$ cat config.mk
export PLATFORM = sky130hd
export DESIGN_NAME = hdmi_island_scheduler
export DESIGN_NICKNAME = d
export VERILOG_FILES = /design/src/rtl/hdmi_island_scheduler.sv
export SDC_FILE = /design/constraint.sdc
export NUM_CORES = 1
export LEC_CHECK = 0
export CAP_MARGIN = 20
export CORE_AREA = 3 3 103 105
export DETAILED_ROUTE_END_ITERATION = 6
export DIE_AREA = 0 0 106 108
export RECOVER_POWER = 100
export SYNTH_ARGS = -nofsm -noshare
export SYNTH_HDL_FRONTEND = slang
export SYNTH_SLANG_ARGS = --single-unit
$ cat constraint.sdc
create_clock -name I_clk_pixel -period 8 [get_ports I_clk_pixel]
set_input_delay 1.6 -clock I_clk_pixel [delete_from_list [all_inputs] [get_ports I_clk_pixel]]
set_output_delay 1.6 -clock I_clk_pixel [all_outputs]
set_load 0.01 [all_outputs]
$ cat src/rtl/hdmi_island_scheduler.sv
// hdmi_island_scheduler: HDMI data-island sequencer and packet-slot arbiter; define HDMI_SCHED_INFOFRAME_VBLANK_EN to limit InfoFrames to vertical blanking
module hdmi_island_scheduler #(
  parameter int VIDEO_X_BITWIDTH = 12,
  parameter int VIDEO_Y_BITWIDTH = 11,
  parameter int ISLAND_OFFSET = 4,
  parameter int MAX_PACKETS = 18
) (
  input  logic                        I_clk_pixel,
  input  logic                        I_reset_n,
  input  logic [VIDEO_X_BITWIDTH-1:0] pixX,
  input  logic [VIDEO_Y_BITWIDTH-1:0] pixY,
  input  logic [VIDEO_X_BITWIDTH-1:0] frameWidth,
  input  logic [VIDEO_X_BITWIDTH-1:0] screenWidth,
  input  logic [VIDEO_Y_BITWIDTH-1:0] screenHeight,
  input  logic [3:0]                  I_req,
  output logic [3:0]                  O_grant,
  output logic                        O_preamble,
  output logic                        O_guard,
  output logic                        O_island,
  output logic                        O_pkt_start,
  output logic [4:0]                  O_pkt_idx
);
  localparam int XW = VIDEO_X_BITWIDTH + 1;
  localparam logic [4:0] MAX_P = 5'(MAX_PACKETS);
  typedef enum logic [2:0] {IDLE, PREAMBLE, LEAD_GUARD, PACKET, TRAIL_GUARD} state_t;
  state_t state, nxt;
  logic [4:0] cnt, nxt_cnt, pkts, nxt_pkts, idx_d;
  logic [XW-1:0] start_q, fw_q, island_col, next_start;
  logic [3:0] elig, pick, nxt_grant;
  logic start_ok, budget_ok, pre_d, guard_d, island_d, pkt_start_d;
`ifdef HDMI_SCHED_INFOFRAME_VBLANK_EN
  assign elig = I_req & {{2{pixY >= screenHeight}}, 2'b11};
`else
  logic unused_vblank;
  assign unused_vblank = ^{pixY, screenHeight};
  assign elig = I_req;
`endif
  assign pick = elig[1] ? 4'b0010 : elig[0] ? 4'b0001 : elig[2] ? 4'b0100 : elig[3] ? 4'b1000 : 4'b0000;
  assign island_col = XW'(screenWidth) + XW'(ISLAND_OFFSET);
  assign start_ok = ({1'b0, pixX} == island_col) && (|elig) && (island_col + XW'(56) <= {1'b0, frameWidth});
  assign next_start = start_q + XW'(10) + XW'({pkts, 5'd0});
  assign budget_ok = next_start + XW'(46) <= fw_q;
  // state, column and packet counters plus island geometry latched at start
  always_ff @(posedge I_clk_pixel or negedge I_reset_n)
    if (!I_reset_n) begin
      state <= IDLE;
      cnt <= '0;
      pkts <= '0;
      start_q <= '0;
      fw_q <= '0;
    end else begin
      state <= nxt;
      cnt <= nxt_cnt;
      pkts <= nxt_pkts;
      if (state == IDLE && start_ok) begin
        start_q <= island_col;
        fw_q <= {1'b0, frameWidth};
      end
    end
  // next state: fixed-length periods, packet decisions on the last guard column and packet column 31
  always_comb begin
    nxt = state;
    nxt_cnt = cnt + 5'd1;
    nxt_pkts = pkts;
    nxt_grant = 4'b0000;
    case (state)
      IDLE: begin
        nxt_cnt = '0;
        nxt_pkts = '0;
        if (start_ok) nxt = PREAMBLE;
      end
      PREAMBLE: if (cnt == 5'd7) begin
        nxt = LEAD_GUARD;
        nxt_cnt = '0;
      end
      LEAD_GUARD: if (cnt == 5'd1) begin
        nxt_cnt = '0;
        nxt = budget_ok ? PACKET : TRAIL_GUARD;
        nxt_grant = budget_ok ? pick : 4'b0000;
        nxt_pkts = budget_ok ? pkts + 5'd1 : pkts;
      end
      PACKET: if (cnt == 5'd31) begin
        nxt_cnt = '0;
        if ((|elig) && budget_ok && pkts < MAX_P) begin
          nxt_grant = pick;
          nxt_pkts = pkts + 5'd1;
        end else nxt = TRAIL_GUARD;
      end
      TRAIL_GUARD: if (cnt == 5'd1) begin
        nxt = IDLE;
        nxt_cnt = '0;
      end
      default: nxt = IDLE;
    endcase
  end
  // output decode of the column about to be registered
  always_comb begin
    pre_d = nxt == PREAMBLE;
    guard_d = nxt == LEAD_GUARD || nxt == TRAIL_GUARD;
    island_d = guard_d || nxt == PACKET;
    pkt_start_d = nxt == PACKET && nxt_cnt == 5'd0;
    idx_d = nxt == PACKET ? nxt_cnt : 5'd0;
  end
  // registered outputs, one column behind pixX
  always_ff @(posedge I_clk_pixel or negedge I_reset_n)
    if (!I_reset_n) begin
      O_grant <= '0;
      O_preamble <= 1'b0;
      O_guard <= 1'b0;
      O_island <= 1'b0;
      O_pkt_start <= 1'b0;
      O_pkt_idx <= '0;
    end else begin
      O_grant <= nxt_grant;
      O_preamble <= pre_d;
      O_guard <= guard_d;
      O_island <= island_d;
      O_pkt_start <= pkt_start_d;
      O_pkt_idx <= idx_d;
    end
endmodule

==> impl_metrics.yaml <==
status:
  outcome: "finished with violations"
  failed_checks: "max-capacitance violations, max-slew violations"
final_layout:
  drive_above_1_share_pct: 4.661
  nets: 579
  fillers: 986
  final_common_cell: "dfrtp_1"
  multiInputGateArea_um2: 2323
  diodes: 0
  syn_to_final_growth_pct: 18.15
  final_cell_mix: "dfrtp_1, inv_1, ha_1, clkdlybuf4s50_1, o21ai_0"
  seqCellArea_um2: 1276
pwr:
  p_comb_share_pct: 20.6
  pwr-share-seq_pct: 51.1
  ir_worst_vdd_v: 0.00007040
  powerDensity_nw_per_um2: 112.0
  leakagePower_nw: 2.161
  net-switching-power_mw: 0.1420
  swShare_pct: 27.69
  intPower_mw: 0.3707
  finalPower_mw: 0.5127
  clkPwrFrac_pct: 28.3
cts:
  cts_resized: 0
  cts_tree: "yes"
  htreeDepth: 2
  clockBufferDepth: 2
  cts.sinks: 51
  path_clk_slew_ns: 0.09
  cts_setup_buffers: 0
  clk_latency_ns: 0.30
  postCtsHoldBufs: 0
  numCtsBuffers: 5
  clock-root-buffer: "clkbuf_8"
setup_path:
  start_kind: "primary input"
  cp-end-kind: "flop"
  crit_required_ns: 8.19
  critical_path_class: "primary input to flop"
  cp_data_arrival_time_ns: 6.24
  r2r_cells: 16
  critPathMaxFanout: 33
die:
  fp.dieW_um: 106
  rows: 36
  die_y_um: 108
  die-area_um2: 11450
  core_um2: 9729
  num_io_pins: 77
  initial_core_util_pct: 39.81
detailed_routing:
  wl_per_cell_um: 13.85
  viasPerCell: 5.109
  drtPass1Iterations: 4
  wl_um: 8382
  drc: 0
  vias: 3091
  drt_iter0_drc: 110
  ant_nets: 0
timing:
  max_freq_mhz: 165.2
  setup_ws_ns: 1.946
  rsz0062_at_grt: "false"
  fin_crit_ns: 6.054
  fin_crit_sh_pct: 75.68
  skew_ns: 0.007907
  slew_viol_final: 52
  tightest_slew_ns: 2.741
  maxSlewHeadroom_pct: -82.72
  setup_tns_ns: 0
  setup_viol: 0
  finalHoldViolCount: 0
logic_synthesis:
  synth_area_per_cell_um2: 9.179
  synth_edf_count: 0
  netlist_area_um2: 3874
  ys_warn_count: 0
  async_reset_ff_share_pct: 100.0
  postSynthCellCount: 422
  synth_fp_nets: 529
  synthDistinctLibCells: 63
  seq_area_frac_synth_pct: 32.95
  ys_ff_latch: 51
  ys.flop_type: "dfrtp_1"
grt:
  grt_pass1_wl_um: 14120
  antenna_found_initial: 0
  gr-total-overflow: 0
  grt_pass1_vias: 2991
  grt_usage_pct: 15.16
  grt_max_degree: 52
placed_design:
  pre_cts_slack_ns: 1.360
  gp_congestion: 0.8113
  portBuffers: 54
  dp.final_hpwl_um: 6715
worst_hold_path:
  holdCritPathClass: "flop to flop"
  min_delay_path_depth: 2
run:
  maxCapViolations: 1
==> power groups by stage <==
stage | registers, mW | logic (mW) | clock network (mW)
4_1_cts | 0.262 | 0.109 | 0.152
2_1_floorplan | 0.266 | 0.0635 | 0
6_report | 0.262 | 0.106 | 0.145
3_5_place_dp | 0.267 | 0.108 | 0
3_3_place_gp | 0.267 | 0.106 | 0
5_1_grt | 0.262 | 0.120 | 0.159
==> critical path, cell delays in order <==
cell and delay, ns:
dlygate4sd3_1 0.69, ha_1 0.38, xnor2_1 0.19, ha_1 0.28, a21boi_0 0.16, o221ai_1 0.19
nor3b_1 0.32, and3_1 0.21, xnor2_1 0.12, ha_1 0.26, a21oi_1 0.19, o21ai_0 0.15
o31ai_1 0.30, o2111ai_1 0.50, buf_12 0.35, mux2_1 0.32
==> cell usage after synthesis, types with 4 or more instances <==
library cell	count	area [µm²]
mux2_2	4	45.04
o21ai_1	5	25.02
a31oi_1	6	37.54
nand2b_1	6	37.54
nor3_1	10	50.05
nand4_1	6	37.54
a21oi_1	21	105.1
buf_2	4	20.02
a21o_1	5	37.54
nand2_1	31	116.4
and3_1	7	43.79
clkbuf_1	4	15.01
nand3_1	6	30.03
nor2_1	25	93.84
mux2_4	6	90.09
xnor2_1	17	148.9
o21ai_0	28	140.1
inv_1	45	168.9
nor2b_1	4	25.02
or3_1	5	31.28
and2_1	7	43.79
dfrtp_1	51	1276
a211oi_1	6	45.04
mux2i_1	4	40.04
ha_1	42	525.5
xor2_1	15	131.4
==> stage by stage <==
stage          hold slack [ns]  std cells  area [µm²]  util, %
3_3_place_gp            0.4643        597        4511    46.36
4_1_cts                 0.4908        604        4593    47.21
6_report                0.4851        605        4577    47.04
3_5_place_dp            0.4704        597        4511    46.36
2_1_floorplan           0.4487        422        3874        -
5_1_grt                 0.5124        605        4577    47.04
==> path summary, 6_finish.rpt <==
kind / start / end / slack [ns]
min: fw_q[1] / fw_q[1] / 0.49
max: screenWidth[2] / fw_q[0] / 1.95
min in group asynchronous: I_reset_n / O_pkt_idx[1] / 2.25
max reg2reg: pkts[0] / O_pkt_idx[4] / 3.69
max in group asynchronous: I_reset_n / fw_q[2] / 4.19
min reg2reg: fw_q[1] / fw_q[1] / 0.49
==> cells by family (layout without fill, tap and decap cells) <==
logic type | after synthesis | in the layout | synth area share (%)
adder cells (fa/ha/maj) | 44 | 44 | 14.34
multiplexers | 14 | 14 | 4.522
flip-flops | 51 | 51 | 32.95
AND/OR/NAND/NOR | 123 | 123 | 16.63
buffers and inverters | 58 | 108 | 6.524
XOR/XNOR | 34 | 34 | 8.398
AO/OA/AOI/OAI | 98 | 98 | 16.63
==> layer usage <==
metal  up-vias  wire [µm]  global-route usage (%)
met5         -          0                       0
met4         0         67                   2.775
met3         5        294                   1.910
met2        65       3865                   25.41
met1      1443       4155                   21.34
li1       1578          -                       -
==> cell type report <==
type,count,area share [%]
clock buffers,5,1.504
clock inverters,2,0.3007
inverters,45,3.691
multi-input cells,313,50.77
flip-flops and latches,51,27.88
well taps,133,3.636
repair buffers,56,12.22
==> state kept, by name, indices dropped and copies added (netlist names) <==
| signal | cells |
|---|---|
| O_grant | 4 |
| O_guard | 1 |
| O_island | 1 |
| O_pkt_idx | 5 |
| O_pkt_start | 1 |
| O_preamble | 1 |
| cnt | 5 |
| fw_q | 12 |
| pkts | 5 |
| start_q | 13 |
| state | 3 |
Note: power is estimated with default switching activity, not from simulation.
